<file path="src/rtl/ahbl_sram_bridge_pkg.sv">
// ahbl_sram_bridge_pkg
//   Shared AHB-Lite definitions: HTRANS/HSIZE encodings, the error FSM
//   state type of the SRAM bridge, and a byte-lane enable helper that any
//   AHB slave can reuse.
package ahbl_sram_bridge_pkg;

    typedef enum logic [1:0] {
        HTRANS_IDLE = 2'b00,
        HTRANS_BUSY = 2'b01,
        HTRANS_NSEQ = 2'b10,
        HTRANS_SEQ  = 2'b11
    } htrans_e;

    localparam logic [2:0] HSIZE_BYTE   = 3'd0;
    localparam logic [2:0] HSIZE_HALF   = 3'd1;
    localparam logic [2:0] HSIZE_WORD   = 3'd2;
    localparam logic [2:0] HSIZE_DWORD  = 3'd3;
    localparam logic [2:0] HSIZE_QWORD  = 3'd4;
    localparam logic [2:0] HSIZE_OWORD  = 3'd5;
    localparam logic [2:0] HSIZE_512    = 3'd6;
    localparam logic [2:0] HSIZE_1024   = 3'd7;

    typedef enum logic [1:0] {
        ERR_IDLE = 2'd0,
        ERR_ERR1 = 2'd1,
        ERR_ERR2 = 2'd2
    } err_state_e;

    // Returns 1 when byte lane 'lane' is written by a transfer of size
    // 'hsize' at byte address 'addr_lo' on a bus of 2**bytes_log2 lanes.
    // Misaligned addresses are aligned down to the transfer size.
    function automatic logic lane_en(input logic [2:0]  hsize,
                                     input logic [6:0]  addr_lo,
                                     input int unsigned lane,
                                     input int unsigned bytes_log2);
        int unsigned size_b;
        int unsigned base;
        size_b = 32'd1 << hsize;
        base   = (32'(addr_lo) & ((32'd1 << bytes_log2) - 32'd1)) & ~(size_b - 32'd1);
        return (lane >= base) && (lane < base + size_b);
    endfunction

endpackage

</file>
<file path="src/rtl/ahbl_sram_bridge_if.sv">
// ahbl_sram_bridge_if
//   AHB-Lite slave port bundle.
//   master modport: drives haddr/hwrite/htrans/hsize/hwdata/hready,
//                   receives hready_resp/hresp/hrdata.
//   slave modport : the mirror image.
interface ahbl_sram_bridge_if #(
    parameter int W_DATA = 32,
    parameter int W_ADDR = 32
);
    logic              hready;
    logic              hready_resp;
    logic              hresp;
    logic [W_ADDR-1:0] haddr;
    logic              hwrite;
    logic [1:0]        htrans;
    logic [2:0]        hsize;
    logic [W_DATA-1:0] hwdata;
    logic [W_DATA-1:0] hrdata;

    modport master (
        output hready, haddr, hwrite, htrans, hsize, hwdata,
        input  hready_resp, hresp, hrdata
    );

    modport slave (
        input  hready, haddr, hwrite, htrans, hsize, hwdata,
        output hready_resp, hresp, hrdata
    );
endinterface

</file>
<file path="src/rtl/ahbl_sram_bridge_wbuf.sv">
// ahbl_sram_bridge_wbuf
//   One-entry write buffer plus read-forwarding merge.
//   capture_i : load addr/mask/data this edge (wins over drain_i)
//   drain_i   : buffer contents go to the SRAM this cycle; empty after edge
//   valid_o/addr_o/mask_o/data_o : buffered write
//   rd_addr_i/sram_rdata_i -> rdata_o : SRAM read data with buffered bytes
//                                       of a matching word substituted
module ahbl_sram_bridge_wbuf #(
    parameter int W_DATA      = 32,
    parameter int W_SRAM_ADDR = 11
) (
    input  logic                   clk,
    input  logic                   rst_n,
    input  logic                   capture_i,
    input  logic                   drain_i,
    input  logic [W_SRAM_ADDR-1:0] cap_addr_i,
    input  logic [W_DATA/8-1:0]    cap_mask_i,
    input  logic [W_DATA-1:0]      cap_data_i,
    output logic                   valid_o,
    output logic [W_SRAM_ADDR-1:0] addr_o,
    output logic [W_DATA/8-1:0]    mask_o,
    output logic [W_DATA-1:0]      data_o,
    input  logic [W_SRAM_ADDR-1:0] rd_addr_i,
    input  logic [W_DATA-1:0]      sram_rdata_i,
    output logic [W_DATA-1:0]      rdata_o
);
    localparam int N_BYTES = W_DATA / 8;

    logic                   valid_q, valid_d;
    logic [W_SRAM_ADDR-1:0] addr_q;
    logic [N_BYTES-1:0]     mask_q;
    logic [W_DATA-1:0]      data_q;

    always_comb begin
        valid_d = valid_q;
        if (capture_i)    valid_d = 1'b1;
        else if (drain_i) valid_d = 1'b0;
    end

    always_ff @(posedge clk or negedge rst_n) begin
        if (!rst_n) begin
            valid_q <= 1'b0;
            addr_q  <= '0;
            mask_q  <= '0;
            data_q  <= '0;
        end else begin
            valid_q <= valid_d;
            if (capture_i) begin
                addr_q <= cap_addr_i;
                mask_q <= cap_mask_i;
                data_q <= cap_data_i;
            end
        end
    end

    always_comb begin
        rdata_o = sram_rdata_i;
        for (int i = 0; i < N_BYTES; i++) begin
            if (valid_q && (addr_q == rd_addr_i) && mask_q[i])
                rdata_o[8*i +: 8] = data_q[8*i +: 8];
        end
    end

    assign valid_o = valid_q;
    assign addr_o  = addr_q;
    assign mask_o  = mask_q;
    assign data_o  = data_q;
endmodule

</file>
<file path="src/rtl/ahbl_sram_bridge.sv">
// ahbl_sram_bridge
//   Zero-wait-state AHB-Lite slave driving one single-port synchronous SRAM
//   (byte write enables, 1-cycle read latency).
//   clk, rst_n         : clock, asynchronous active-low reset
//   ahbls (slave)      : AHB-Lite slave port
//   sram_addr/wen/wdata: SRAM command port; sram_rdata valid 1 cycle later
//   dbg_err_state_o    : current error FSM state
module ahbl_sram_bridge
    import ahbl_sram_bridge_pkg::*;
#(
    parameter int W_DATA      = 32,
    parameter int W_ADDR      = 32,
    parameter int DEPTH       = 2048,
    parameter int W_SRAM_ADDR = $clog2(DEPTH)
) (
    input  logic                   clk,
    input  logic                   rst_n,
    ahbl_sram_bridge_if.slave      ahbls,
    output logic [W_SRAM_ADDR-1:0] sram_addr,
    output logic [W_DATA/8-1:0]    sram_wen,
    output logic [W_DATA-1:0]      sram_wdata,
    input  logic [W_DATA-1:0]      sram_rdata,
    output err_state_e             dbg_err_state_o
);
    localparam int N_BYTES = W_DATA / 8;
    localparam int BL      = $clog2(N_BYTES);

    // Address phase decode. ERR1 stalls the bus, so nothing is accepted there.
    logic                   aph, aph_illegal, aph_ok, rd_aph, wr_aph;
    logic [W_SRAM_ADDR-1:0] aph_word;
    logic [N_BYTES-1:0]     aph_mask;
    err_state_e             err_q, err_d;

    assign aph         = ahbls.hready && ahbls.htrans[1] && (err_q != ERR_ERR1);
    assign aph_illegal = aph && (ahbls.hsize > 3'(BL));
    assign aph_ok      = aph && !aph_illegal;
    assign rd_aph      = aph_ok && !ahbls.hwrite;
    assign wr_aph      = aph_ok && ahbls.hwrite;
    assign aph_word    = ahbls.haddr[BL +: W_SRAM_ADDR];

    always_comb begin
        aph_mask = '0;
        for (int i = 0; i < N_BYTES; i++)
            aph_mask[i] = lane_en(ahbls.hsize, ahbls.haddr[6:0], i, BL);
    end

    // Registered data-phase context.
    logic                   dp_write_q, dp_read_q, wr_dp;
    logic [W_SRAM_ADDR-1:0] dp_addr_q;
    logic [N_BYTES-1:0]     dp_mask_q;

    always_ff @(posedge clk or negedge rst_n) begin
        if (!rst_n) begin
            dp_write_q <= 1'b0;
            dp_read_q  <= 1'b0;
            dp_addr_q  <= '0;
            dp_mask_q  <= '0;
        end else if (ahbls.hready) begin
            dp_write_q <= wr_aph;
            dp_read_q  <= rd_aph;
            if (aph_ok) begin
                dp_addr_q <= aph_word;
                dp_mask_q <= aph_mask;
            end
        end
    end

    assign wr_dp = dp_write_q && ahbls.hready;

    // SRAM port arbitration: read aph > buffer drain > direct write.
    // A write data phase that cannot use the port (read aph, or the buffer
    // is draining) is captured into the buffer instead.
    logic                   wb_capture, wb_drain, wb_valid;
    logic [W_SRAM_ADDR-1:0] wb_addr, sram_addr_q, sram_addr_d;
    logic [N_BYTES-1:0]     wb_mask;
    logic [W_DATA-1:0]      wb_data;

    always_comb begin
        sram_addr_d = sram_addr_q;
        sram_wen    = '0;
        sram_wdata  = ahbls.hwdata;
        wb_capture  = 1'b0;
        wb_drain    = 1'b0;
        if (rd_aph) begin
            sram_addr_d = aph_word;
            wb_capture  = wr_dp;
        end else if (wb_valid) begin
            sram_addr_d = wb_addr;
            sram_wen    = wb_mask;
            sram_wdata  = wb_data;
            wb_drain    = 1'b1;
            wb_capture  = wr_dp;
        end else if (wr_dp) begin
            sram_addr_d = dp_addr_q;
            sram_wen    = dp_mask_q;
        end
    end

    always_ff @(posedge clk or negedge rst_n) begin
        if (!rst_n) sram_addr_q <= '0;
        else        sram_addr_q <= sram_addr_d;
    end

    assign sram_addr = sram_addr_d;

    ahbl_sram_bridge_wbuf #(
        .W_DATA      (W_DATA),
        .W_SRAM_ADDR (W_SRAM_ADDR)
    ) u_wbuf (
        .clk          (clk),
        .rst_n        (rst_n),
        .capture_i    (wb_capture),
        .drain_i      (wb_drain),
        .cap_addr_i   (dp_addr_q),
        .cap_mask_i   (dp_mask_q),
        .cap_data_i   (ahbls.hwdata),
        .valid_o      (wb_valid),
        .addr_o       (wb_addr),
        .mask_o       (wb_mask),
        .data_o       (wb_data),
        .rd_addr_i    (dp_addr_q),
        .sram_rdata_i (sram_rdata),
        .rdata_o      (ahbls.hrdata)
    );

    // Error FSM: two-cycle AHB ERROR response for an illegal hsize.
    always_ff @(posedge clk or negedge rst_n) begin
        if (!rst_n) err_q <= ERR_IDLE;
        else        err_q <= err_d;
    end

    always_comb begin
        err_d             = err_q;
        ahbls.hready_resp = 1'b1;
        ahbls.hresp       = 1'b0;
        case (err_q)
            ERR_IDLE: if (aph_illegal) err_d = ERR_ERR1;
            ERR_ERR1: begin
                ahbls.hready_resp = 1'b0;
                ahbls.hresp       = 1'b1;
                err_d             = ERR_ERR2;
            end
            ERR_ERR2: begin
                ahbls.hresp = 1'b1;
                err_d       = aph_illegal ? ERR_ERR1 : ERR_IDLE;
            end
            default: err_d = ERR_IDLE;
        endcase
    end

    assign dbg_err_state_o = err_q;
endmodule

</file>
<file path="src/flat_wrapper.sv">
// flat-port wrapper written by rule: the top's interface ports become plain ports
module ahbl_sram_bridge_flat import ahbl_sram_bridge_pkg::*;
#(
    parameter int W_DATA      = 32,
    parameter int W_ADDR      = 32,
    parameter int DEPTH       = 2048,
    parameter int W_SRAM_ADDR = $clog2(DEPTH)
)
  (clk, rst_n, sram_addr, sram_wen, sram_wdata, sram_rdata, dbg_err_state_o, ahbls_hready, ahbls_haddr, ahbls_hwrite, ahbls_htrans, ahbls_hsize, ahbls_hwdata, ahbls_hready_resp, ahbls_hresp, ahbls_hrdata);
  ahbl_sram_bridge_if #(.W_DATA(W_DATA), .W_ADDR(W_ADDR)) ahbls_i ();
  input  logic clk;
  input  logic rst_n;
  output logic [W_SRAM_ADDR-1:0] sram_addr;
  output logic [W_DATA/8-1:0] sram_wen;
  output logic [W_DATA-1:0] sram_wdata;
  input  logic [W_DATA-1:0] sram_rdata;
  output err_state_e dbg_err_state_o;
  input wire logic [$bits(ahbls_i.hready)-1:0] ahbls_hready;
  input wire logic [$bits(ahbls_i.haddr)-1:0] ahbls_haddr;
  input wire logic [$bits(ahbls_i.hwrite)-1:0] ahbls_hwrite;
  input wire logic [$bits(ahbls_i.htrans)-1:0] ahbls_htrans;
  input wire logic [$bits(ahbls_i.hsize)-1:0] ahbls_hsize;
  input wire logic [$bits(ahbls_i.hwdata)-1:0] ahbls_hwdata;
  output wire logic [$bits(ahbls_i.hready_resp)-1:0] ahbls_hready_resp;
  output wire logic [$bits(ahbls_i.hresp)-1:0] ahbls_hresp;
  output wire logic [$bits(ahbls_i.hrdata)-1:0] ahbls_hrdata;
  assign ahbls_i.hready = ahbls_hready;
  assign ahbls_i.haddr = ahbls_haddr;
  assign ahbls_i.hwrite = ahbls_hwrite;
  assign ahbls_i.htrans = ahbls_htrans;
  assign ahbls_i.hsize = ahbls_hsize;
  assign ahbls_i.hwdata = ahbls_hwdata;
  assign ahbls_hready_resp = ahbls_i.hready_resp;
  assign ahbls_hresp = ahbls_i.hresp;
  assign ahbls_hrdata = ahbls_i.hrdata;
  ahbl_sram_bridge #(.W_DATA(W_DATA), .W_ADDR(W_ADDR), .DEPTH(DEPTH), .W_SRAM_ADDR(W_SRAM_ADDR)) u_core (.clk(clk), .rst_n(rst_n), .ahbls(ahbls_i), .sram_addr(sram_addr), .sram_wen(sram_wen), .sram_wdata(sram_wdata), .sram_rdata(sram_rdata), .dbg_err_state_o(dbg_err_state_o));
endmodule
</file>
<file path="config.mk">
export PLATFORM = sky130hd
export DESIGN_NAME = ahbl_sram_bridge_flat
export DESIGN_NICKNAME = d
export VERILOG_FILES = /design/src/rtl/ahbl_sram_bridge_pkg.sv /design/src/rtl/ahbl_sram_bridge_if.sv /design/src/rtl/ahbl_sram_bridge_wbuf.sv /design/src/rtl/ahbl_sram_bridge.sv /design/src/flat_wrapper.sv
export SDC_FILE = /design/constraint.sdc
export NUM_CORES = 1
export LEC_CHECK = 0
export CAP_MARGIN = 20
export CELL_PAD_IN_SITES_DETAIL_PLACEMENT = 1
export CELL_PAD_IN_SITES_GLOBAL_PLACEMENT = 1
export CORE_MARGIN = 10
export CORE_UTILIZATION = 32
export DETAILED_ROUTE_END_ITERATION = 10
export HOLD_SLACK_MARGIN = 0.05
export PLACE_DENSITY = 0.83
export SLEW_MARGIN = 20
export SYNTH_ARGS = -nofsm -noshare
export SYNTH_HDL_FRONTEND = slang
export SYNTH_SLANG_ARGS = --single-unit
</file>
<file path="constraint.sdc">
create_clock -name clk -period 2.4 [get_ports clk]
set_input_delay 0.48 -clock clk [delete_from_list [all_inputs] [get_ports clk]]
set_output_delay 0.48 -clock clk [all_outputs]
set_load 0.1 [all_outputs]
</file>
### After elaboration in Yosys (flattened, before gate mapping)

Cells that the tools add are included.

* reduce and logical (&&, ||, !) cells: 22
* muxes and demuxes: 23
* bitwise operators: 2
* $lt $le $gt $ge: 9
* add/sub/neg operators: 2
* eq/ne operators: 5
* shifts and indexed selects: 1

Operators by type and width (count)
* 1-bit by 32-bit >= comparator with 1-bit output (first input constant): 2
* 2-bit by 32-bit >= comparator with 1-bit output (first input constant): 2
* 1-bit by 32-bit < comparator with 1-bit output (first input constant): 2
* 2-bit by 32-bit < comparator with 1-bit output (first input constant): 2
* 32-bit 2-to-1 mux: 2
* 11-bit 2-to-1 mux: 3
* 32-bit adder: 1
* 2-bit by 32-bit bitwise AND with 32-bit output: 1
* 8-bit 2-to-1 mux: 4
* 32-bit inverter: 1
* 1-bit by 3-bit left shift with 32-bit output (first input constant): 1
* 32-bit by 1-bit subtractor with 32-bit output (second input constant): 1
* 1-bit logical AND: 16
* 4-bit 2-to-1 mux: 3
* 11-bit == test: 1
* 1-bit 2-to-1 mux: 9
* 2-bit case mux with 3 select lines: 1
* 2-bit by 1-bit inequality test with 1-bit output (second input constant): 2
* 3-bit by 2-bit > comparator with 1-bit output (second input constant): 1
* 2-bit by 1-bit == test with 1-bit output (second input constant): 1
* 2-bit == test (second input constant): 1
* 1-bit zero test: 2
* 2-bit zero test: 1
* 2-bit 2-to-1 mux: 1
* other kinds (3): 3

* logic and storage cells: 73
* input bits: 105
* output and inout bits: 83
* flip-flop bits (word level): 77

### Longest topological paths before layout

Gate-level depths: netlist of the first run.

* depth in word-level cells: 9
* gate-level depth with buffers: 9

### Modules after synthesis

Synthesis of the first run repeated with hierarchy kept, for this count alone.

* cells, all modules: 351
* area, all modules: 4464.3 um^2

By module, submodules not included
* ahbl_sram_bridge_wbuf: area each 2357.3 um^2, times used 1, cells an instance 153, sequential area each 1201.2 um^2
* ahbl_sram_bridge: area each 2107.0 um^2, times used 1, cells an instance 198, sequential area each 725.7 um^2

### Worst setup path after synthesis of the first run

OpenSTA, ideal clock, no wires.

* path kind: flip-flop to output port
* start: register u_core.err_q[0] (netlist: u_core.dbg_err_state_o[0])
* end: output port sram_addr[0]
* arrival time: 4.344 ns
* path slack: -2.424 ns
* cell stages (with the launch flop): 7
* path through: dfrtp_1 ha_1 inv_1 nand4_2 nor2_4 clkbuf_1 o21ai_0

* cells in the longest elaborated chain, start to end: 7

RTL lines
* from (decl): RTL line ahbl_sram_bridge.sv:32 `err_state_e err_q, err_d;`
* from (signal assigned): RTL line ahbl_sram_bridge.sv:129 `else err_q <= err_d;`
* 2-bit by 1-bit inequality test with 1-bit output *: RTL line ahbl_sram_bridge.sv:34 `assign aph = ahbls.hready && ahbls.htrans[1] && (err_q != ERR_ERR1);`
* 1-bit logical AND *: RTL line ahbl_sram_bridge.sv:34
* 1-bit logical AND: RTL line ahbl_sram_bridge.sv:35 `assign aph_illegal = aph && (ahbls.hsize > 3'(BL));`
* 1-bit zero test: RTL line ahbl_sram_bridge.sv:36 `assign aph_ok = aph && !aph_illegal;`
* 1-bit logical AND *: RTL line ahbl_sram_bridge.sv:36
* 1-bit logical AND *: RTL line ahbl_sram_bridge.sv:37 `assign rd_aph = aph_ok && !ahbls.hwrite;`
* 11-bit 2-to-1 mux *: RTL line ahbl_sram_bridge.sv:84 `if (rd_aph) begin`
* to (decl): RTL line flat_wrapper.sv:13 `output logic [W_SRAM_ADDR-1:0] sram_addr;`

Mark *: on every way between the ends. The rest lies on a longest branch, timed or not.

### Worst setup path after layout of the first run

* start: register u_core.dp_addr_q[7]
* end: output port ahbls_hrdata[28]

* cells in the longest elaborated chain, start to end: 4

RTL lines
* from (decl): RTL line ahbl_sram_bridge.sv:49 `logic [W_SRAM_ADDR-1:0] dp_addr_q;`
* from (signal assigned): RTL line ahbl_sram_bridge.sv:62 `dp_addr_q <= aph_word;`
* 11-bit == test: RTL line ahbl_sram_bridge_wbuf.sv:59 `if (valid_q && (addr_q == rd_addr_i) && mask_q[i])`
* 1-bit logical AND (2 in a row): RTL line ahbl_sram_bridge_wbuf.sv:59
* 8-bit 2-to-1 mux: RTL line ahbl_sram_bridge_wbuf.sv:59
* to (decl): RTL line flat_wrapper.sv:26 `output wire logic [$bits(ahbls_i.hrdata)-1:0] ahbls_hrdata;`

No other way between the ends.

==> results of run 1 <==
[per-stage QoR]
step | cells | utilization | total power, mW
2_1_floorplan | 377 | - | 4.01
3_3_place_gp | 740 | 0.586 | 5.26
3_5_place_dp | 740 | 0.586 | 5.38
4_1_cts | 777 | 0.643 | 7.06
5_1_grt | 793 | 0.661 | 7.46
6_report | 793 | 0.661 | 7.18
[metal layers]
metal,vias up,global-route usage
li1,1813,-
met5,-,0
met2,141,0.372
met4,0,0.0515
met1,2097,0.212
met3,24,0.0616
[registers in the layout (all words and copies together), names as in the netlist]
| register | flops |
|---|---|
| u_core.dp_mask_q | 4 |
| u_core.sram_addr_q | 11 |
| u_core.u_wbuf.data_o | 32 |
| u_core.u_wbuf.addr_o | 11 |
| u_core.dbg_err_state_o | 2 |
| u_core.u_wbuf.mask_o | 4 |
| u_core.dp_write_q | 1 |
| u_core.dp_addr_q | 11 |
| u_core.u_wbuf.valid_o | 1 |
[logic make-up (layout without fill, tap and decap cells)]
kind of cell,count (synthesis),in the layout
compound gates,60,60
xor+xnor,8,8
fa+ha+maj,6,6
buf+inv,35,275
flops,77,77
mux,124,124
simple gates,67,67
[area by class of cell]
class,count,area share
Inverter,14,0.00669
Clock buffer,12,0.0292
Multi-Input combinational cell,265,0.324
Tap cell,176,0.0251
Sequential cell,77,0.220
Clock inverter,4,0.00797
Timing Repair Buffer,245,0.387
[cell usage in the layout, fill, tap and decap left out, drive strengths merged, types with 2 or more instances in the layout]
| master | instances |
|---|---|
| a21oi | 33 |
| buf | 158 |
| mux2i | 3 |
| mux2 | 121 |
| nand2 | 39 |
| o22ai | 4 |
| nor2 | 10 |
| clkdlybuf4s50 | 79 |
| o21ai | 15 |
| nor3b | 3 |
| nand3 | 4 |
| nor4 | 2 |
| clkbuf | 16 |
| dfrtp | 77 |
| clkinv | 2 |
| inv | 13 |
| ha | 5 |
| nor3 | 2 |
| dlygate4sd2 | 4 |
| xor2 | 7 |
| bufinv | 2 |
[cell usage after synthesis (2+ instances only)]
cell	number	area [um^2]
mux2i_1	3	30.0
nand3_4	4	70.1
dfrtp_1	77	1930
nor3_1	2	10.0
nand2_1	39	146
nor3b_1	3	22.5
mux2_2	116	1310
xor2_1	7	61.3
buf_4	3	22.5
ha_1	5	62.6
inv_1	14	52.6
o22ai_1	4	25.0
buf_2	7	35.0
nor2_1	9	33.8
buf_6	2	22.5
clkbuf_1	8	30.0
mux2_4	3	45.0
o21ai_0	13	65.1
mux2_1	2	22.5
a21oi_1	32	160
[worst max path at each step]
stage | from | endpoint | slack, ns
after global routing | u_core.dp_addr_q[7] | ahbls_hrdata[24] | -0.65
after detailed placement | ahbls_hready | sram_addr[2] | -0.47
final | u_core.dp_addr_q[7] | ahbls_hrdata[28] | -0.54
after global placement | ahbls_hsize[1] | sram_wdata[24] | -0.41
after CTS | u_core.dp_addr_q[6] | ahbls_hrdata[26] | -0.51
after floorplan | u_core.dbg_err_state_o[1] | sram_addr[10] | -0.53
[where the power goes]
group | switching (mW) | total [mW] | internal, mW
combinational | 2.26 | 3.82 | 1.56
sequential | 0.252 | 1.85 | 1.59
clock | 0.553 | 1.52 | 0.965
total | 3.07 | 7.18 | 4.11
[timing repair]
item / in CTS / in global routing
setup endpoints to repair: 79 / 126
gates resized for setup: 43 / 43
gates cloned: 5 / 4
pin swaps: 15 / 9
setup buffers: 16 / 23
==> Implementation_results.wiki, run 1 <==
{| class="wikitable"
! Metric !! Value
|-
| Run status || finished with violations
|-
| Violations in the final reports || setup timing
|-
| Clock Sink Count || 77
|-
| Internal reg-to-reg setup slack || -0.16 ns
|-
| Number of fill cells in the layout || 1198
|-
| Area delta synth->final || 101%
|-
| Async S/R FF share, synth || 1.00
|-
| Slew at the pin closest to its max-slew limit || 0.612 ns
|-
| Worst EP required || 1.92 ns
|-
| Class of the tightest hold or removal check || input port to asynchronous set/reset pin
|-
| Delay-heaviest family, CP || simple AND/OR/NAND/NOR gates
|-
| Count of hold-fix buffers inserted at cts || 0
|-
| Total standard cell area after synthesis || 0.00437 mm^2
|-
| Met2 WL || 10700 um
|-
| Final slew viol count || 0
|-
| Multiplexer share of the synthesized area || 0.322
|-
| Wire length on met1 || 7590 um
|-
| Root Driver || clkbuf_16
|-
| Fin Setup TNS || -37.54 ns
|-
| Register area || 0.00193 mm^2
|-
| Mean instance size in the synthesized netlist || 11.6 um^2
|-
| Complex-gate fraction of the synthesized area || 0.0785
|-
| Post-Synth Adder-Cell Area || 0.0166
|-
| Type of element capturing the critical path || primary output
|-
| Number of synthesis warnings || 0
|-
| Average detailed-routed wire length per instance || 25.2 um
|-
| Height of the die || 137 um
|-
| Total global-route track usage || 0.199
|-
| Highest Clock Rate || 0.341 GHz
|-
| Total non-filler cell area in the finished layout || 0.00879 mm^2
|-
| DRT antenna net count || 0
|-
| Post-Route Hold Slack || 0.138 ns
|-
| Maximum level of the CTS H-tree || 3
|-
| EDFF count, synth || 0
|-
| Share of final-layout standard cells stronger than drive strength 1 || 0.556
|-
| Number of placed I/O pins || 188
|-
| Die Wd || 137 um
|-
| Cells along the critical path || xor2_1 -> nor4_2 -> and4_1 -> buf_12 -> nand3_4 -> mux2_4 -> buf_12
|-
| Synthesis-stage register bit count || 77
|-
| Diode count || 0
|-
| Setup-failing EPs final || 126
|-
| Highest metal layer with signal wires || met4
|-
| Dominant combinational cell family by area after synthesis || multiplexers
|-
| Largest incremental delay on the critical path || 0.44 ns
|-
| Global-route wire length before repair || 28400 um
|-
| Final RePlAce weighted congestion || 0.790
|-
| Most frequent cell on the critical path || buf_12
|-
| Sort of element at the start of the critical path || flop
|-
| Combined area of the multi-input logic cells || 0.00285 mm^2
|-
| Insertion delay of the later-clocked pin in the worst-skew pair || 0.35 ns
|-
| Share of synthesized cell area in and, or, nand and nor gates || 0.0877
|-
| Critical R2R Launch || u_core.dbg_err_state_o[0]
|-
| Post-layout minimum cycle time || 2.94 ns
|-
| Power per unit of standard cell area || 817 mW/mm^2
|-
| Routed wire length || 20000 um
|-
| Normalized max-slew margin || 0.592
|-
| DRC violation total after the first TritonRoute iteration || 225
|-
| Max cap viols || 0
|-
| Post-Place Cell Area || 0.00779 mm^2
|-
| Logic depth of the worst path, buffers included || 7
|-
| Max Fanout on Critical Path || 8
|-
| Detailed Routing Iterations Pass 1 || 4
|-
| CTS Buf Count || 9
|-
| Number of vias in the routed layout || 4075
|-
| Number of buffers on the longest clock path || 2
|-
| Static leakage || 4.25 nW
|-
| Clock-pin slew on the worst setup and hold paths || 0.06 ns
|-
| Via count of the first global-routing pass || 4545
|-
| Setup Crit Path Kind || flop to primary output
|-
| Initial cell density of the core || 0.328
|-
| Aggregate global routing overflow || 0
|-
| RSZ-0062 raised after global routing || yes
|-
| XOR/XNOR share of the synthesized area || 0.0161
|-
| Worst slack at placement || -0.475 ns
|-
| Maximum clock skew at final layout || 0.00806 ns
|-
| Reg-to-reg critical path endpoint || u_core.u_wbuf.data_o[4]
|-
| Floorplan die area || 0.0187 mm^2
|-
| Number of nets in the layout || 722
|-
| Core area || 0.0133 mm^2
|-
| Syn Nets || 487
|-
| Wire length on met3 || 1350 um
|-
| Number of hold violations in the final report || 0
|-
| Number of standard-cell rows in the floorplan || 42
|-
| Worst setup margin || -0.536 ns
|-
| DRC errors left || 0
|-
| CTS tree || done
|-
| Arrival time reported for the critical path endpoint || 2.46 ns
|-
| Reg2reg path depth || 13
|-
| Highest-delay cell along the critical path || dfrtp_1
|-
| Via density || 5.14
|-
| Number of antenna violations at the first check in global routing || 0
|-
| Worst ir drop on vdd || 1.05 mV
|-
| Buffers and inverters on the worst path || 2
|-
| Sequential fraction of the synthesis area || 0.441
|-
| Cell variety after synth || 44
|-
| Number of port buffers || 167
|-
| Dominant register cell in the synthesized netlist || dfrtp_1
|-
| Number of instances in the synthesized netlist || 377
|-
| Hpwl dp || 13300 um
|-
| Maximum number of pins on one net before global-route repair || 44
|-
| Period utilisation layout || 1.22
|}
Power figures use the tool's default switching activity.
==> run 2, diff against run 1 <==
--- a/config.mk
+++ b/config.mk
@@ -5,6 +5,7 @@
 export SDC_FILE = /design/constraint.sdc
 export NUM_CORES = 1
 export LEC_CHECK = 0
+export ABC_CLOCK_PERIOD_IN_PS = 2900
 export CAP_MARGIN = 20
 export CELL_PAD_IN_SITES_DETAIL_PLACEMENT = 1
 export CELL_PAD_IN_SITES_GLOBAL_PLACEMENT = 1
@@ -12,7 +13,7 @@
 export CORE_UTILIZATION = 32
 export DETAILED_ROUTE_END_ITERATION = 10
 export HOLD_SLACK_MARGIN = 0.05
-export PLACE_DENSITY = 0.83
+export PLACE_DENSITY_LB_ADDON = 0.1
 export SLEW_MARGIN = 20
 export SYNTH_ARGS = -nofsm -noshare
 export SYNTH_HDL_FRONTEND = slang
==> constraint.sdc (replaced) <==
create_clock -name clk -period 2.9 [get_ports clk]
set_input_delay 0.58 -clock clk [delete_from_list [all_inputs] [get_ports clk]]
set_output_delay 0.58 -clock clk [all_outputs]
set_load 0.1 [all_outputs]
==> run 2 against run 1 <==
Compared with the run above: the flow still finishes with violations (setup timing); clock skew fell by 0.0042 ns; routed wire length fell by 21%; global-route usage fell by 3.3 points; sequential power fell by 19%; combinational power fell by 26%; largest cell class unchanged; largest power group unchanged.
==> Implementation_results.wiki, run 2 (same netlist as run 1, synthesis figures left out) <==
{| class="wikitable"
! Metric !! Value
|-
| Run status || finished with violations
|-
| Violations in the final reports || setup timing
|-
| Root Driver || clkbuf_16
|-
| Share of final-layout standard cells stronger than drive strength 1 || 0.516
|-
| Diode count || 0
|-
| Number of port buffers || 167
|-
| DRT antenna net count || 0
|-
| Most frequent standard cell in the layout excluding fill and tap cells || mux2_2
|-
| Number of vias in the routed layout || 3666
|-
| Highest Clock Rate || 0.342 GHz
|-
| Setup Crit Path Kind || flop to primary output
|-
| Via count of the first global-routing pass || 4183
|-
| Largest incremental delay on the critical path || 0.39 ns
|-
| RSZ-0062 raised after global routing || yes
|-
| Cells along the critical path || xor2_1 -> nor4_2 -> and4_1 -> buf_6 -> nand3_4 -> mux2_2 -> buf_12
|-
| Buffers and inverters on the worst path || 2
|-
| Aggregate global routing overflow || 0
|-
| Most frequent cells in the layout || 86 x mux2_2, 84 x buf_12, 78 x clkdlybuf4s50_1, 75 x dfrtp_1, 33 x mux2_4
|-
| Routed wire length || 15700 um
|-
| Static leakage || 3.68 nW
|-
| Post-Route Hold Slack || 0.280 ns
|-
| Initial cell density of the core || 0.328
|-
| Number of fill cells in the layout || 1290
|-
| Class of the tightest hold or removal check || input port to asynchronous set/reset pin
|-
| Type of element capturing the critical path || primary output
|-
| Flip-flop count of the largest register, all copies and words added || 32
|-
| Total global-route track usage || 0.166
|-
| DRC violation total after the first TritonRoute iteration || 158
|-
| Delay-heaviest family, CP || simple AND/OR/NAND/NOR gates
|-
| Die Wd || 137 um
|-
| Post-layout minimum cycle time || 2.92 ns
|-
| Final slew viol count || 0
|-
| Core area || 0.0133 mm^2
|-
| CTS Buf Count || 9
|-
| Number of antenna violations at the first check in global routing || 0
|-
| Via density || 4.91
|-
| Arrival time reported for the critical path endpoint || 2.34 ns
|-
| Number of nets in the layout || 675
|-
| Hpwl dp || 12100 um
|-
| Worst setup margin || -0.0247 ns
|-
| Number of standard-cell rows in the floorplan || 42
|-
| Normalized max-slew margin || 0.535
|-
| Non-filler instance count after layout || 746
|-
| Clock Sink Count || 77
|-
| Placed Instances || 722
|-
| Max Fanout on Critical Path || 8
|-
| Detailed Routing Iterations Pass 1 || 4
|-
| Clock-pin slew on the worst setup and hold paths || 0.06 ns
|-
| Maximum number of pins on one net before global-route repair || 52
|-
| Fin Setup TNS || -0.150 ns
|-
| Final RePlAce weighted congestion || 0.804
|-
| Insertion delay of the later-clocked pin in the worst-skew pair || 0.34 ns
|-
| Max cap viols || 0
|-
| Area delta synth->final || 82.8%
|-
| Worst ir drop on vdd || 0.897 mV
|-
| Setup-failing EPs final || 18
|-
| Maximum level of the CTS H-tree || 3
|-
| Maximum clock skew at final layout || 0.00387 ns
|-
| Number of placed I/O pins || 188
|-
| Highest-delay cell along the critical path || dfrtp_1
|-
| Height of the die || 137 um
|-
| Floorplan die area || 0.0187 mm^2
|-
| Internal reg-to-reg setup slack || 0.54 ns
|-
| DRC errors left || 0
|-
| Worst EP required || 2.32 ns
|-
| Global-route wire length before repair || 24200 um
|-
| Final core utilization || 0.600
|-
| Power per unit of standard cell area || 718 mW/mm^2
|-
| Number of buffers on the longest clock path || 2
|-
| CTS tree || done
|-
| Number of hold violations in the final report || 0
|-
| Slew at the pin closest to its max-slew limit || 0.697 ns
|-
| Average detailed-routed wire length per instance || 21.0 um
|-
| Sort of element at the start of the critical path || flop
|-
| Period utilisation layout || 1.01
|}
-- run 2: cell count changes in the layout (fill, tap and decap cells not counted), moves of 4 or more --
cell	delta
mux2_2	+46
buf_6	-7
nand2_4	-6
buf_4	-21
nand2_2	+6
mux2_4	-48
clkbuf_16	-4
buf_12	-13
-- run 2: layer usage --
metal / track usage / share of wire
met1: 0.184 / 0.40
met2: 0.307 / 0.53
met3: 0.0370 / 0.058
met4: 0.0533 / 0.013
met5: 0 / 0
-- run 2: worst paths after layout --
check | start | to | cells past startpoint
worst min-delay path | rst_n | u_core.dp_addr_q[6] | 1
min in group clk | u_core.dp_mask_q[2] | u_core.dp_mask_q[2] | 1
max in group asynchronous | rst_n | u_core.u_wbuf.data_o[13] | 2
worst max-delay path | u_core.dp_addr_q[4] | ahbls_hrdata[28] | 7
worst max register to register | u_core.dbg_err_state_o[1] | u_core.u_wbuf.data_o[12] | 10
worst min register to register | u_core.dp_mask_q[2] | u_core.dp_mask_q[2] | 1
-- run 2: timing repair --
action	4_1_cts	5_1_grt
gates cloned	1	0
hold buffers	0	0
setup endpoints to repair	75	42
pin swaps	6	1
gates resized for setup	12	0
buffers inserted	7	1
-- run 2: metrics by stage --
step | power (mW) | setup slack [ns] | area (um^2)
after floorplan | 3.32 | -0.135 | 4770
after global placement | 4.23 | -0.0865 | 7530
after detailed placement | 4.29 | -0.113 | 7530
after CTS | 5.79 | -0.0670 | 8000
after global routing | 5.98 | -0.132 | 7980
final | 5.73 | -0.0247 | 7980
-- run 2: final cells by class --
class / count / area [um^2] / share of cell area
tap: 176 / 220 / 0.0276
timing repair buffer: 198 / 2760 / 0.346
clock buffer: 10 / 239 / 0.0300
multi-input combinational: 265 / 2640 / 0.331
clock inverter: 6 / 134 / 0.0168
inverter: 14 / 56.3 / 0.00706
sequential: 77 / 1930 / 0.242
-- run 2: worst register-to-register path: stages, from the launching register on --
cell and delay, ns:
dfrtp_4 0.48, inv_2 0.08, ha_4 0.15, clkinvlp_4 0.10, nand4_4 0.12, buf_6 0.24
nor2_4 0.09, buf_12 0.17, o21ai_4 0.21, buf_12 0.23, mux2_2 0.38
-- run 2: power by group --
| part | leakage [nW] | total, mW | internal [mW] | switching [mW] |
|---|---|---|---|---|
| Clock | 0.183 | 1.41 | 0.952 | 0.460 |
| Sequential | 1.01 | 1.50 | 1.32 | 0.183 |
| Combinational | 2.49 | 2.82 | 1.08 | 1.74 |
| Total | 3.68 | 5.73 | 3.35 | 2.38 |
==> run 3, diff against run 2 <==
--- a/config.mk
+++ b/config.mk
@@ -10,11 +10,11 @@
 export CELL_PAD_IN_SITES_DETAIL_PLACEMENT = 1
 export CELL_PAD_IN_SITES_GLOBAL_PLACEMENT = 1
 export CORE_MARGIN = 10
-export CORE_UTILIZATION = 32
+export CORE_UTILIZATION = 33
+export CTS_BUF_LIST = sky130_fd_sc_hd__clkbuf_4
 export DETAILED_ROUTE_END_ITERATION = 10
 export HOLD_SLACK_MARGIN = 0.05
 export PLACE_DENSITY_LB_ADDON = 0.1
-export SLEW_MARGIN = 20
 export SYNTH_ARGS = -nofsm -noshare
 export SYNTH_HDL_FRONTEND = slang
 export SYNTH_SLANG_ARGS = --single-unit
==> run 3 against run 2 <==
Compared with the run above: the flow still finishes with violations (setup timing); sequential power is essentially flat; fmax decreased by 3.8%; routed wire length up 2.4%; flip-flop and latch count did not move; non-clock buffer count rose by 16; final cell count rose by 1.5%; die area shrank 2.6%; via count rose by 2.6%; critical endpoint is now ahbls_hrdata[24]; largest power group unchanged.
==> Implementation_results.wiki, run 3 (same netlist as run 1, synthesis figures left out) <==
{| class="wikitable"
! Metric !! Value
|-
| Via count of the first global-routing pass || 4215
|-
| Worst ir drop on vdd || 0.751 mV
|-
| Number of fill cells in the layout || 1233
|-
| Global-route wire length before repair || 24500 um
|-
| Area delta synth->final || 83.9%
|-
| Number of standard-cell rows in the floorplan || 41
|-
| Static leakage || 3.74 nW
|-
| Setup Crit Path Kind || flop to primary output
|-
| Number of port buffers || 167
|-
| Average detailed-routed wire length per instance || 21.2 um
|-
| Switching power || 2.33 mW
|-
| Highest-delay cell along the critical path || dfrtp_1
|-
| Final core utilization || 0.629
|-
| Aggregate global routing overflow || 0
|-
| DRC errors left || 0
|-
| Count of hold-fix buffers inserted at cts || 0
|-
| DRC violation total after the first TritonRoute iteration || 181
|-
| Reg2reg path depth || 12
|-
| Routed wire length || 16100 um
|-
| Net switching share of the total power || 0.458
|-
| Clock network power share || 0.142
|-
| Number of antenna violations at the first check in global routing || 0
|-
| Critical R2R Launch || u_core.dbg_err_state_o[1]
|-
| Total non-filler cell area in the finished layout || 0.00803 mm^2
|-
| Most frequent cells in the layout || 88 x buf_12, 83 x mux2_2, 79 x clkdlybuf4s50_1, 75 x dfrtp_1, 36 x mux2_4
|-
| Power, Total || 5.09 mW
|-
| Internal reg-to-reg setup slack || 0.36 ns
|-
| CTS Buf Count || 9
|-
| Max cap viols || 0
|-
| Fin Setup TNS || -3.29 ns
|-
| Die Wd || 135 um
|-
| CTS tree || done
|-
| Max Fanout on Critical Path || 8
|-
| Most frequent standard cell in the layout excluding fill and tap cells || buf_12
|-
| Sort of element at the start of the critical path || flop
|-
| Maximum level of the CTS H-tree || 3
|-
| Height of the die || 135 um
|-
| Cells along the critical path || xor2_1 -> nor4_2 -> and4_4 -> nand3_4 -> mux2_4 -> buf_12
|-
| Floorplan die area || 0.0182 mm^2
|-
| Post-layout minimum cycle time || 3.04 ns
|-
| Number of placed I/O pins || 188
|-
| Power share of the sequential group || 0.294
|-
| Final slew viol count || 0
|-
| Hpwl dp || 12100 um
|-
| Maximum clock skew at final layout || 0.0234 ns
|-
| Total global-route track usage || 0.171
|-
| Clock-pin slew on the worst setup and hold paths || 0.12 ns
|-
| Insertion delay of the later-clocked pin in the worst-skew pair || 0.42 ns
|-
| Reg-to-reg critical path endpoint || u_core.u_wbuf.addr_o[4]
|-
| Period utilisation layout || 1.05
|-
| Arrival time reported for the critical path endpoint || 2.46 ns
|-
| Setup-failing EPs final || 32
|-
| Violations in the final reports || setup timing
|-
| Combinational group share of total power || 0.564
|-
| Clock Sink Count || 77
|-
| Share of final-layout standard cells stronger than drive strength 1 || 0.526
|-
| Via density || 4.97
|-
| DRT antenna net count || 0
|-
| Detailed Routing Iterations Pass 1 || 4
|-
| Slew at the pin closest to its max-slew limit || 0.497 ns
|-
| Number of hold violations in the final report || 0
|-
| Core area || 0.0128 mm^2
|-
| Worst EP required || 2.32 ns
|-
| Power per unit of standard cell area || 634 mW/mm^2
|-
| Final RePlAce weighted congestion || 0.799
|-
| Number of vias in the routed layout || 3761
|-
| Cell internal power dissipation || 2.76 mW
|-
| Flip-flop count of the largest register, all copies and words added || 32
|-
| Type of element capturing the critical path || primary output
|-
| Maximum number of pins on one net before global-route repair || 44
|-
| Largest incremental delay on the critical path || 0.43 ns
|-
| Number of buffers on the longest clock path || 2
|-
| Number of nets in the layout || 691
|-
| Diode count || 0
|-
| Normalized max-slew margin || 0.668
|-
| Root Driver || clkbuf_4
|-
| RSZ-0062 raised after global routing || yes
|-
| Initial cell density of the core || 0.342
|-
| Worst setup margin || -0.141 ns
|-
| Class of the tightest hold or removal check || input port to asynchronous set/reset pin
|-
| Post-Place Cell Area || 0.00750 mm^2
|-
| Run status || finished with violations
|-
| Highest Clock Rate || 0.329 GHz
|}
-- run 3: cell count changes in the layout (fill, tap and decap cells not counted), sizes merged --
cell | before | now
clkinvlp | 1 | 2
dlygate4sd2 | 5 | 3
buf | 115 | 129
clkdlybuf4s50 | 78 | 79
clkinv | 2 | 3
clkbuf | 10 | 11
dlymetal6s2s | 0 | 1
bufinv | 4 | 2
-- run 3: timing repair --
item | 4_1_cts | 5_1_grt
endpoints found under the setup margin | 75 | 71
pin swaps | 7 | 12
gates cloned | 3 | 2
buffers inserted | 18 | 9
resized for setup | 21 | 16
-- run 3: power by group through the flow --
stage / Combinational, mW / Clock [mW] / Sequential (mW)
6_report: 2.87 / 0.723 / 1.49
5_1_grt: 3.00 / 0.795 / 1.53
4_1_cts: 2.86 / 0.746 / 1.49
3_5_place_dp: 2.76 / 0 / 1.53
3_3_place_gp: 2.72 / 0 / 1.51
2_1_floorplan: 1.76 / 0 / 1.56
-- run 3: how the worst max path moves through the flow --
stage                            end  depth (start not counted)                       from
global route        ahbls_hrdata[24]                          6    u_core.u_wbuf.addr_o[8]
floorplan              sram_addr[10]                          8  u_core.dbg_err_state_o[1]
CTS                 ahbls_hrdata[24]                          6        u_core.dp_addr_q[4]
global placement        sram_addr[2]                          7               ahbls_hready
detailed placement      sram_addr[2]                          7               ahbls_hready
finish              ahbls_hrdata[24]                          6    u_core.u_wbuf.addr_o[8]
-- run 3: cell type report --
type                    instances  area, um^2  area share
clock buffers                   9        67.6     0.00841
flip-flops and latches         77        1930       0.241
inverters                      14        58.8     0.00732
well taps                     172         215      0.0268
clock inverters                 6        78.8     0.00982
multi-input cells             265        2660       0.331
repair buffers                214        3020       0.376
-- run 3: worst max-delay path, delay by kind of cell, from the launching register on --
kind	cells	cell delay [ns]
xor+xnor	1	0.19
buf+inv	1	0.17
flops	1	0.43
mux	1	0.37
simple gates	3	0.88
-- run 3: per-layer routing --
layer,wire length (um),vias up,global-route usage,share of wire
met5,0,-,0,0
met4,136,0,0.0377,0.0085
met3,674,8,0.0349,0.042
met2,8790,94,0.317,0.55
met1,6470,1896,0.195,0.40
li1,-,1763,-,-
-- run 3: stage by stage --
| step | setup WS, ns | hold slack [ns] | std cells |
|---|---|---|---|
| 2_1_floorplan | -0.135 | 0.284 | 377 |
| 3_3_place_gp | -0.0787 | 0.484 | 714 |
| 3_5_place_dp | -0.122 | 0.485 | 714 |
| 4_1_cts | -0.143 | 0.0978 | 750 |
| 5_1_grt | -0.245 | 0.109 | 757 |
| 6_report | -0.141 | 0.109 | 757 |
